==> config.mk <==
export PLATFORM = sky130hd
export DESIGN_NAME = fetch_stage
export DESIGN_NICKNAME = d
export VERILOG_FILES = /design/src/rtl/fetch_stage.sv
export SDC_FILE = /design/constraint.sdc
export NUM_CORES = 1
export LEC_CHECK = 0
export ABC_AREA = 1
export BUFFER_PORTS_ARGS = -buffer_cell sky130_fd_sc_hd__buf_2
export CAP_MARGIN = 5
export CELL_PAD_IN_SITES_DETAIL_PLACEMENT = 1
export CELL_PAD_IN_SITES_GLOBAL_PLACEMENT = 2
export CORE_ASPECT_RATIO = 1.2
export CORE_UTILIZATION = 34
export DETAILED_ROUTE_END_ITERATION = 8
export PLACE_DENSITY = 0.85
export SYNTH_ARGS = -nofsm -noshare
export SYNTH_HDL_FRONTEND = slang
export SYNTH_SLANG_ARGS = --single-unit
==> constraint.sdc <==
create_clock -name clk -period 4.8 [get_ports clk]
set_input_delay 0.24 -clock clk [delete_from_list [all_inputs] [get_ports clk]]
set_output_delay 0.24 -clock clk [all_outputs]
set_load 0.01 [all_outputs]
==> src/rtl/fetch_stage.sv <==
// Instruction fetch stage of the five-stage RV64 pipeline.
// Owns the PC and issues one request at a time on the instruction bus. It also drives the
// fetch->decode pipeline register, holds it while decode stalls, and flushes it on a redirect.
// Responses that belong to a wrong-path request are dropped.
//
// Ports:
//   clk, resetn         clock; asynchronous active-low reset
//   ireq_valid/addr     instruction request; held stable until iresp_data_ok
//   iresp_data_ok/data  response for the outstanding request
//   stallF              decode stall; the fetch->decode register holds
//   redirect_valid/pc   one-cycle control-flow redirect and its target
//   instrF_valid/raw    fetch->decode register: valid flag and instruction word
//   pcF                 fetch->decode register: PC of instrF_raw
module fetch_stage #(
  parameter logic [63:0] PC_RESET = 64'h0000_0000_8000_0000
) (
  input  logic        clk,
  input  logic        resetn,
  output logic        ireq_valid,
  output logic [63:0] ireq_addr,
  input  logic        iresp_data_ok,
  input  logic [31:0] iresp_data,
  input  logic        stallF,
  input  logic        redirect_valid,
  input  logic [63:0] redirect_pc,
  output logic        instrF_valid,
  output logic [31:0] instrF_raw,
  output logic [63:0] pcF
);

  typedef enum logic [1:0] {StIdle, StReq, StHold, StKill} state_e;

  state_e      state_q, state_d;
  logic [63:0] pc_q, pc_d;
  logic [63:0] target_q, target_d;
  logic [31:0] buf_q, buf_d;
  logic        out_valid_q, out_valid_d;
  logic [31:0] out_raw_q, out_raw_d;
  logic [63:0] out_pc_q, out_pc_d;

  logic        deliver;
  logic [31:0] deliver_raw;

  always_comb begin
    state_d     = state_q;
    pc_d        = pc_q;
    target_d    = target_q;
    buf_d       = buf_q;
    deliver     = 1'b0;
    deliver_raw = buf_q;

    unique case (state_q)
      StIdle: state_d = StReq;
      StReq: begin
        if (redirect_valid && iresp_data_ok) begin
          // The response is for the wrong path. Drop it and request the target next cycle.
          pc_d = redirect_pc;
        end else if (redirect_valid) begin
          // The request must complete at its old address before the target can be fetched.
          target_d = redirect_pc;
          state_d  = StKill;
        end else if (iresp_data_ok && !stallF) begin
          deliver     = 1'b1;
          deliver_raw = iresp_data;
          pc_d        = pc_q + 64'd4;
        end else if (iresp_data_ok) begin
          buf_d   = iresp_data;
          state_d = StHold;
        end
      end
      StHold: begin
        if (redirect_valid) begin
          pc_d    = redirect_pc;
          state_d = StReq;
        end else if (!stallF) begin
          deliver     = 1'b1;
          deliver_raw = buf_q;
          pc_d        = pc_q + 64'd4;
          state_d     = StReq;
        end
      end
      StKill: begin
        if (redirect_valid) begin
          target_d = redirect_pc;
        end
        if (iresp_data_ok) begin
          pc_d    = redirect_valid ? redirect_pc : target_q;
          state_d = StReq;
        end
      end
      default: state_d = StIdle;
    endcase
  end

  // A redirect flushes the register even while decode stalls.
  always_comb begin
    out_valid_d = out_valid_q;
    out_raw_d   = out_raw_q;
    out_pc_d    = out_pc_q;
    if (redirect_valid) begin
      out_valid_d = 1'b0;
    end else if (!stallF) begin
      if (deliver) begin
        out_valid_d = 1'b1;
        out_raw_d   = deliver_raw;
        out_pc_d    = pc_q;
      end else begin
        out_valid_d = 1'b0;
      end
    end
  end

  always_ff @(posedge clk or negedge resetn) begin
    if (!resetn) begin
      state_q     <= StIdle;
      pc_q        <= PC_RESET;
      target_q    <= 64'd0;
      buf_q       <= 32'd0;
      out_valid_q <= 1'b0;
      out_raw_q   <= 32'd0;
      out_pc_q    <= 64'd0;
    end else begin
      state_q     <= state_d;
      pc_q        <= pc_d;
      target_q    <= target_d;
      buf_q       <= buf_d;
      out_valid_q <= out_valid_d;
      out_raw_q   <= out_raw_d;
      out_pc_q    <= out_pc_d;
    end
  end

  assign ireq_valid   = (state_q == StReq) || (state_q == StKill);
  assign ireq_addr    = pc_q;
  assign instrF_valid = out_valid_q;
  assign instrF_raw   = out_raw_q;
  assign pcF          = out_pc_q;

endmodule

==> results of run 1 <==
[power breakdown]
part | internal (mW) | leakage, nW | switching [mW]
Sequential | 3.19 | 3.23 | 0.832
Clock | 1.33 | 0.485 | 0.963
Combinational | 1.69 | 4.71 | 3.26
[routing by layer]
metal  routed length (um)  global-route usage [%]
met4                 1970                    10.2
met3                 2330                    3.38
met1                21800                    31.8
met5                   26                       0
met2                24800                    42.9
[sequential cells by signal, indices dropped and copies added, names as in the netlist]
signal        flops
instrF_raw       32
pcF              64
state_q           2
target_q         64
ireq_addr        64
instrF_valid      1
buf_q            32
[repair_timing]
action,in CTS,in global routing
hold endpoints to repair,112,0
hold buffers,36,0
setup buffers,0,0
[worst max-delay path: stages (launching register included)]
cell and delay [ns]:
dfrtp_1 0.41, inv_1 0.09, ha_1 0.24, inv_2 0.14, nor2_4 0.26, inv_2 0.09
a21oi_4 0.11, buf_4 0.47, inv_2 0.31, a31oi_1 0.22, o21ai_1 0.17, a22oi_1 0.18
[cells by family (layout without fill, tap and decap cells)]
family,count (synthesis),count (layout),synth area share [%]
simple gates,797,797,23.3
compound gates,433,433,17.3
buf+inv,297,572,8.34
flops,259,259,47.5
mux,35,35,2.89
fa+ha+maj,5,5,0.458
xor+xnor,3,3,0.192
other cells,0,3,0
[worst min-delay path by stage]
stage	slack, ns	cells after the start	start	end
CTS	0.02	5	stallF	instrF_valid$_DFFE_PN0P_
detailed placement	0.27	1	resetn	buf_q[27]$_DFFE_PN0P_
global route	0.02	3	redirect_pc[61]	target_q[61]$_DFFE_PN0P_
global placement	0.28	1	resetn	buf_q[27]$_DFFE_PN0P_
finish	0.04	5	redirect_pc[21]	target_q[21]$_DFFE_PN0P_
floorplan	-0.06	0	resetn	buf_q[0]$_DFFE_PN0P_
[cell usage after synthesis (all sizes together) (23+ instances only)]
library cell	instances
dfrtp	258
inv	212
nor2	159
buf	23
o21ai	291
nand3	79
clkbuf	62
a21oi	43
a31oi	49
nand2	537
mux2	35
a22oi	30
[through the flow]
step	util, %	hold slack, ns	power (mW)	instance area, um2
2_1_floorplan	-	-0.0556	6.97	13700
5_1_grt	42.2	0.0192	12.2	16700
6_report	42.2	0.0450	11.3	16700
4_1_cts	42.2	0.0186	11.3	16700
3_5_place_dp	38.9	0.274	8.98	15400
3_3_place_gp	38.9	0.279	8.78	15400
[final cells by class]
cell class	count	area [um2]	share of cell area [%]
tap	533	667	3.98
clock inverter	10	88.8	0.531
antenna	3	7.51	0.0448
multi-input combinational	1273	6040	36.1
sequential	259	6480	38.7
timing repair buffer	309	1780	10.6
inverter	212	796	4.75
clock buffer	41	882	5.27
==> impl_metrics.ini, run 1 <==
[synthesis]
ys_seq_area_share_pct = 47.5
synthDominantCellAreaShare_pct = 47.3
synth_area_um2 = 13700
async_reset_ff_share_pct = 100
ys_types = 32
synth_area_leader_cell = dfrtp_1
postSynthCellCount = 1829
synth_ff_type = dfrtp_1
ys_warn_count = 0
synth_nets = 1935
synth_edf_count = 0
synth_area_leaders = dfrtp_1 47%, nand2_1 15%, o21ai_0 9.5%
avgSynthCellArea_um2 = 7.46
synth-seq-cells = 259

[timing]
slew_violations = 0
fin_ws_ns = 1.98
fmax_mhz = 355
finalCritPeriodShare_pct = 58.8
skew_ns = 0.0263
tightestPinTransition_ns = 1.12
maxSlewHeadroom_pct = 25.1
tns_ns = 0
layout_min_cycle_time_ns = 2.82
setup_viol = 0
rsz0062_at_grt = false
hold_violations = 0

[grt]
grt_usage_pct = 25.1
grt_pass1_vias = 14229
grt_max_degree = 129
antenna_found_initial = 5
grt_pass1_wl_um = 80500
gr-total-overflow = 0

[clocking]
clkSlewWorstSetupHoldPaths_ns = 0.06
cts.sinks = 259
cts_tree = yes
cts_buffers = 30
clock_path_buffers = 3
ctsResizeCount = 0
clk_latency_ns = 0.58
cts_max_level = 1
cts-root-buf = clkbuf_16

[placed_design]
io_buffers = 262
gp_congestion = 0.899
dp_slack_ns = 1.92
placedCellCount = 2550
hpwlAfterDp_um = 36500

[finish]
layout.cells.non_filler = 2640
area_delta_synth_final_pct = 22.6
final_cell_mix = 535 x nand2_1, 260 x o21ai_0, 260 x buf_2
layout_commonest_cell = nand2_1
fillers = 5006
drive_gt1_share_pct = 18.3
nNetsFinal = 2191

[routing]
vias_per_cell = 5.12
ant_nets = 0
drcViolationCount = 0
num_vias = 13508
drtIter0Drc = 670
wl_per_cell_um = 19.3
wl_um = 51000
dr.pass1.iters = 5

[status]
outcome = finished, final reports clean

[setup_path]
end_kind = flip-flop
crit_end = ireq_addr[35]$_DFFE_PN0P_
r2r_slack_ns = 1.98
timing.rr.end = ireq_addr[35]$_DFFE_PN0P_
crit_required_ns = 5.28
rr_worst_depth = 11
cp_max_fo = 34
worstSetupStartpointType = flip-flop
rr_startpoint = state_q[0]$_DFFE_PN0P_
crit_type = reg -> reg
crit_start = state_q[0]$_DFFE_PN0P_
worstPathArrival_ns = 3.30

[power]
power_leakage_nw = 8.43
peakVddDrop_uv = 369
power.density_nw_per_um2 = 673

[floorplanning]
io_pins = 263
rows = 80
start_util_pct = 34.4
chipHeight_um = 222
core_area_um2 = 39600
dieArea_um2 = 41000
die_w_um = 185

[job]
drv_cap = 0

[worst_hold_path]
holdCritPathClass = in -> reg
Note: power is estimated with default switching activity, not from simulation.
==> run 2, diff against run 1 <==
--- a/config.mk
+++ b/config.mk
@@ -11,9 +11,9 @@
 export CELL_PAD_IN_SITES_DETAIL_PLACEMENT = 1
 export CELL_PAD_IN_SITES_GLOBAL_PLACEMENT = 2
 export CORE_ASPECT_RATIO = 1.2
-export CORE_UTILIZATION = 34
+export CORE_UTILIZATION = 32
 export DETAILED_ROUTE_END_ITERATION = 8
-export PLACE_DENSITY = 0.85
+export PLACE_DENSITY = 0.8
 export SYNTH_ARGS = -nofsm -noshare
 export SYNTH_HDL_FRONTEND = slang
 export SYNTH_SLANG_ARGS = --single-unit
==> constraint.sdc (replaced) <==
create_clock -name clk -period 2.8 [get_ports clk]
set_input_delay 0.14 -clock clk [delete_from_list [all_inputs] [get_ports clk]]
set_output_delay 0.14 -clock clk [all_outputs]
set_load 0.01 [all_outputs]
==> run 2 against run 1 <==
Compared with the run above:
- hold slack worse by 0.013 ns
- core utilization about the same
- clock-buffer cell count up 4
- critical path type unchanged
- largest power group unchanged
==> impl_metrics.ini, run 2 (synthesized netlist as in run 1, its figures left out) <==
[setup_path]
crit_required_ns = 3.24
r2r_slack_ns = 0.24
crit_type = reg -> reg
end_kind = flip-flop
worstPathArrival_ns = 3.00
cp_max_fo = 14
worstSetupStartpointType = flip-flop

[power]
power_leakage_nw = 8.88
power.density_nw_per_um2 = 1150
peakVddDrop_uv = 613

[routing]
wl_um = 52500
wl_per_cell_um = 19.2
drtIter0Drc = 639
drcViolationCount = 0
dr.pass1.iters = 5
num_vias = 13768
ant_nets = 0
vias_per_cell = 5.04

[floorplanning]
dieArea_um2 = 43500
chipHeight_um = 228
start_util_pct = 32.5
die_w_um = 191
io_pins = 263
rows = 82
core_area_um2 = 42000

[clocking]
clock_path_buffers = 3
cts_tree = yes
cts.sinks = 259
cts_max_level = 1
clkSlewWorstSetupHoldPaths_ns = 0.06
cts_buffers = 31
ctsResizeCount = 0
post_cts_buffers = 0
clk_latency_ns = 0.57
cts-root-buf = clkbuf_16

[placed_design]
gp_congestion = 0.896
placedCellCount = 2588
dp_slack_ns = 0.244
io_buffers = 262
hpwlAfterDp_um = 38100

[timing]
fin_ws_ns = 0.236
hold_violations = 0
tightestPinTransition_ns = 1.19
tns_ns = 0
skew_ns = 0.0106
finalCritPeriodShare_pct = 91.6
layout_min_cycle_time_ns = 2.56
setup_viol = 0
holdWs_ns = 0.0318
slew_violations = 0
fmax_mhz = 390
rsz0062_at_grt = false
maxSlewHeadroom_pct = 20.7

[finish]
final_cell_mix = 535 x nand2_1, 260 x o21ai_0, 260 x buf_2
seqCellArea_um2 = 6480
drive_gt1_share_pct = 19.0
layout_commonest_cell = nand2_1
layout.cells.non_filler = 2732
area_delta_synth_final_pct = 29.8
fillers = 5161
n_antenna_cell = 0
nNetsFinal = 2268
multi_input_area_um2 = 6040

[job]
drv_cap = 0

[grt]
grt_pass1_wl_um = 82400
grt_usage_pct = 24.2
grt_pass1_vias = 14402
antenna_found_initial = 0
grt_max_degree = 119
gr-total-overflow = 0

[worst_hold_path]
holdCritPathClass = in -> reg

[status]
outcome = finished, final reports clean
run 2: cell count changes in the layout (fill, tap and decap cells not counted), sizes merged, moves of 3 or more:
cell	before	now
bufinv	1	6
buf	273	298
dlygate4sd3	36	87
clkinv	8	4
diode	3	0
clkbuf	41	45
run 2: metal layers:
metal  vias to the layer above  global-route usage (%)  routed length, um
li1                       6631                       -                  -
met1                      6754                    30.9              22600
met2                       321                    42.0              26000
met3                        62                    3.25               2360
met4                         0                    7.12               1440
met5                         -                       0                  0
run 2: worst paths after layout:
path | to | cells past startpoint | start
min | target_q[53]$_DFFE_PN0P_ | 5 | redirect_pc[53]
max | ireq_addr[26]$_DFFE_PN0P_ | 11 | state_q[0]$_DFFE_PN0P_
max reg2reg | ireq_addr[26]$_DFFE_PN0P_ | 11 | state_q[0]$_DFFE_PN0P_
min in group asynchronous | instrF_raw[25]$_DFFE_PN0P_ | 2 | resetn
max in group asynchronous | ireq_addr[31]$_DFFE_PN1P_ | 3 | resetn
min reg2reg | pcF[54]$_DFFE_PN0P_ | 2 | pcF[54]$_DFFE_PN0P_
run 2: cell type report:
class	instances	share of cell area, %
flip-flops and latches	259	36.6
clock buffers	45	5.35
clock inverters	12	1.24
inverters	212	4.49
well taps	546	3.85
repair buffers	385	14.4
multi-input cells	1273	34.1
run 2: critical path, stage by stage, from the launching register on:
cell and delay, ns:
dfrtp_1 0.41, inv_1 0.08, ha_1 0.26, nor2_2 0.30, inv_2 0.15, nor2_1 0.27
inv_2 0.25, buf_4 0.25, nand2_1 0.06, a21oi_1 0.07, a31oi_1 0.23, o21ai_1 0.09
run 2: metrics by stage:
step | power, mW | cell area (um2) | utilization [%]
after global routing | 21.9 | 17700 | 42.2
after floorplan | 11.9 | 13700 | -
after CTS | 20.6 | 17700 | 42.2
after detailed placement | 15.8 | 15700 | 37.4
final | 20.4 | 17700 | 42.2
after global placement | 15.5 | 15700 | 37.4
run 2: what timing repair did:
item | in CTS | in global routing
hold buffers | 87 | 0
hold endpoints to repair | 186 | 0
setup endpoints to repair | 0 | 0
run 2: where the power goes:
group | switching (mW) | internal, mW
clock | 1.70 | 2.89
combinational | 5.82 | 3.10
sequential | 1.37 | 5.47
==> run 3, diff against run 2 <==
--- a/config.mk
+++ b/config.mk
@@ -13,7 +13,7 @@
 export CORE_ASPECT_RATIO = 1.2
 export CORE_UTILIZATION = 32
 export DETAILED_ROUTE_END_ITERATION = 8
-export PLACE_DENSITY = 0.8
+export PLACE_DENSITY = 0.82
 export SYNTH_ARGS = -nofsm -noshare
 export SYNTH_HDL_FRONTEND = slang
 export SYNTH_SLANG_ARGS = --single-unit
==> run 3 against run 2 <==
Compared with the run above:
- total power decreased by 2.2%
- critical path type unchanged
- largest cell class unchanged
- critical endpoint is now ireq_addr[62]$_DFFE_PN0P_
- register-to-register slack improved by 0.12 ns
- maximum frequency increased by 4.8%
==> impl_metrics.ini, run 3 (synthesized netlist as in run 1, its figures left out) <==
[floorplanning]
dieArea_um2 = 43500
start_util_pct = 32.5
rows = 82
io_pins = 263
chipHeight_um = 228
die_w_um = 191
core_area_um2 = 42000

[routing]
vias_per_cell = 5.06
wl_um = 52200
ant_nets = 0
drtIter0Drc = 610
wl_per_cell_um = 19.2
dr.pass1.iters = 5
num_vias = 13786
drcViolationCount = 0

[status]
outcome = finished, final reports clean

[clocking]
cts_tree = yes
clkSlewWorstSetupHoldPaths_ns = 0.07
cts_buffers = 29
hold_buffers = 87
cts.sinks = 259
clk_latency_ns = 0.57
cts_max_level = 1
post_cts_buffers = 0
cts-root-buf = clkbuf_16
ctsResizeCount = 0
clock_path_buffers = 3

[timing]
fmax_mhz = 409
layout_min_cycle_time_ns = 2.45
hold_violations = 0
skew_ns = 0.0111
holdWs_ns = 0.0177
rsz0062_at_grt = false
maxSlewHeadroom_pct = 60.3
tightestPinTransition_ns = 0.595
finalCritPeriodShare_pct = 87.4
tns_ns = 0
slew_violations = 0
setup_viol = 0

[worst_hold_path]
holdCritPathClass = in -> reg
hold_depth = 5
hold_start = redirect_pc[33]
whs_endpoint = target_q[33]$_DFFE_PN0P_

[setup_path]
cp_max_fo = 6
r2r_slack_ns = 0.35
worstPathArrival_ns = 2.95
crit_type = reg -> reg
worstSetupStartpointType = flip-flop
timing.rr.end = ireq_addr[62]$_DFFE_PN0P_
rr_startpoint = ireq_addr[2]$_DFFE_PN0P_
end_kind = flip-flop
crit_start = ireq_addr[2]$_DFFE_PN0P_
rr_worst_depth = 11
crit_required_ns = 3.30

[grt]
grt_max_degree = 89
grt_pass1_wl_um = 82800
grt_pass1_vias = 14819
grt_usage_pct = 24.2
gr-total-overflow = 0
antenna_found_initial = 1

[finish]
final_cell_mix = 535 x nand2_1, 260 x o21ai_0, 260 x buf_2
drive_gt1_share_pct = 18.4
nNetsFinal = 2260
layout_commonest_cell = nand2_1
fillers = 5126
area_delta_synth_final_pct = 28.4

[placed_design]
hpwlAfterDp_um = 38000
gp_congestion = 0.891
io_buffers = 262

[power]
power.density_nw_per_um2 = 1140
peakVddDrop_uv = 516
power_leakage_nw = 8.78

[job]
drv_cap = 0
==> run 3: changes by cell type in the layout (fill, tap and decap cells not counted), sizes merged <==
cell	delta
buf	-6
bufinv	-3
clkbuf	-2
clkinv	+3
clkinvlp	-1
diode	+1
inv	-1
==> run 3: how the worst max path moves through the flow <==
stage | endpoint | slack [ns] | cells after the start
after floorplan | instrF_raw[24]$_DFFE_PN0P_ | 0.91 | 8
after global placement | ireq_addr[62]$_DFFE_PN0P_ | 0.44 | 8
after detailed placement | ireq_addr[62]$_DFFE_PN0P_ | 0.40 | 9
after CTS | ireq_addr[62]$_DFFE_PN0P_ | 0.38 | 11
after global routing | ireq_addr[62]$_DFFE_PN0P_ | 0.18 | 11
final | ireq_addr[62]$_DFFE_PN0P_ | 0.35 | 11
==> run 3: metal layers <==
layer  share of wire, %  wire length (um)  GRT usage [%]
met2                 50             25900           42.2
met1                 43             22600           31.0
met3                4.0              2080           2.55
met4                3.1              1610           7.83
met5                  0                 0              0
==> run 3: cell type report <==
type | count | area, um2 | share of cell area, %
inverters | 212 | 796 | 4.54
multi-input cells | 1273 | 6040 | 34.5
repair buffers | 379 | 2560 | 14.6
diodes | 1 | 2.50 | 0.0143
well taps | 546 | 683 | 3.90
clock inverters | 10 | 125 | 0.713
clock buffers | 43 | 848 | 4.84
flip-flops and latches | 259 | 6480 | 37.0
==> run 3: stage by stage <==
step / utilization (%) / worst slack [ns] / area [um2] / power, mW / std cells
final: 41.8 / 0.354 / 17500 / 19.9 / 2723
after global routing: 41.8 / 0.184 / 17500 / 21.5 / 2723
after detailed placement: 37.4 / 0.404 / 15700 / 15.9 / 2582
after CTS: 41.8 / 0.377 / 17500 / 20.2 / 2722
after global placement: 37.4 / 0.435 / 15700 / 15.6 / 2582
after floorplan: - / 0.905 / 13700 / 11.9 / 1829
==> run 3: critical path: stages, from the launching register on <==
cell     delay, ns
dfrtp_1       0.43
ha_1          0.22
nand2_1       0.10
nor2_1        0.17
nand2_1       0.19
nor2_4        0.26
nand2_1       0.28
nor2_1        0.35
nand3_1       0.11
nand2_1       0.08
nand3_1       0.06
a21oi_1       0.12
==> run 3: power breakdown <==
group          internal, mW  switching, mW
registers              5.47           1.38
clock network          2.36           1.64
logic                  3.19           5.87
total                  11.0           8.89
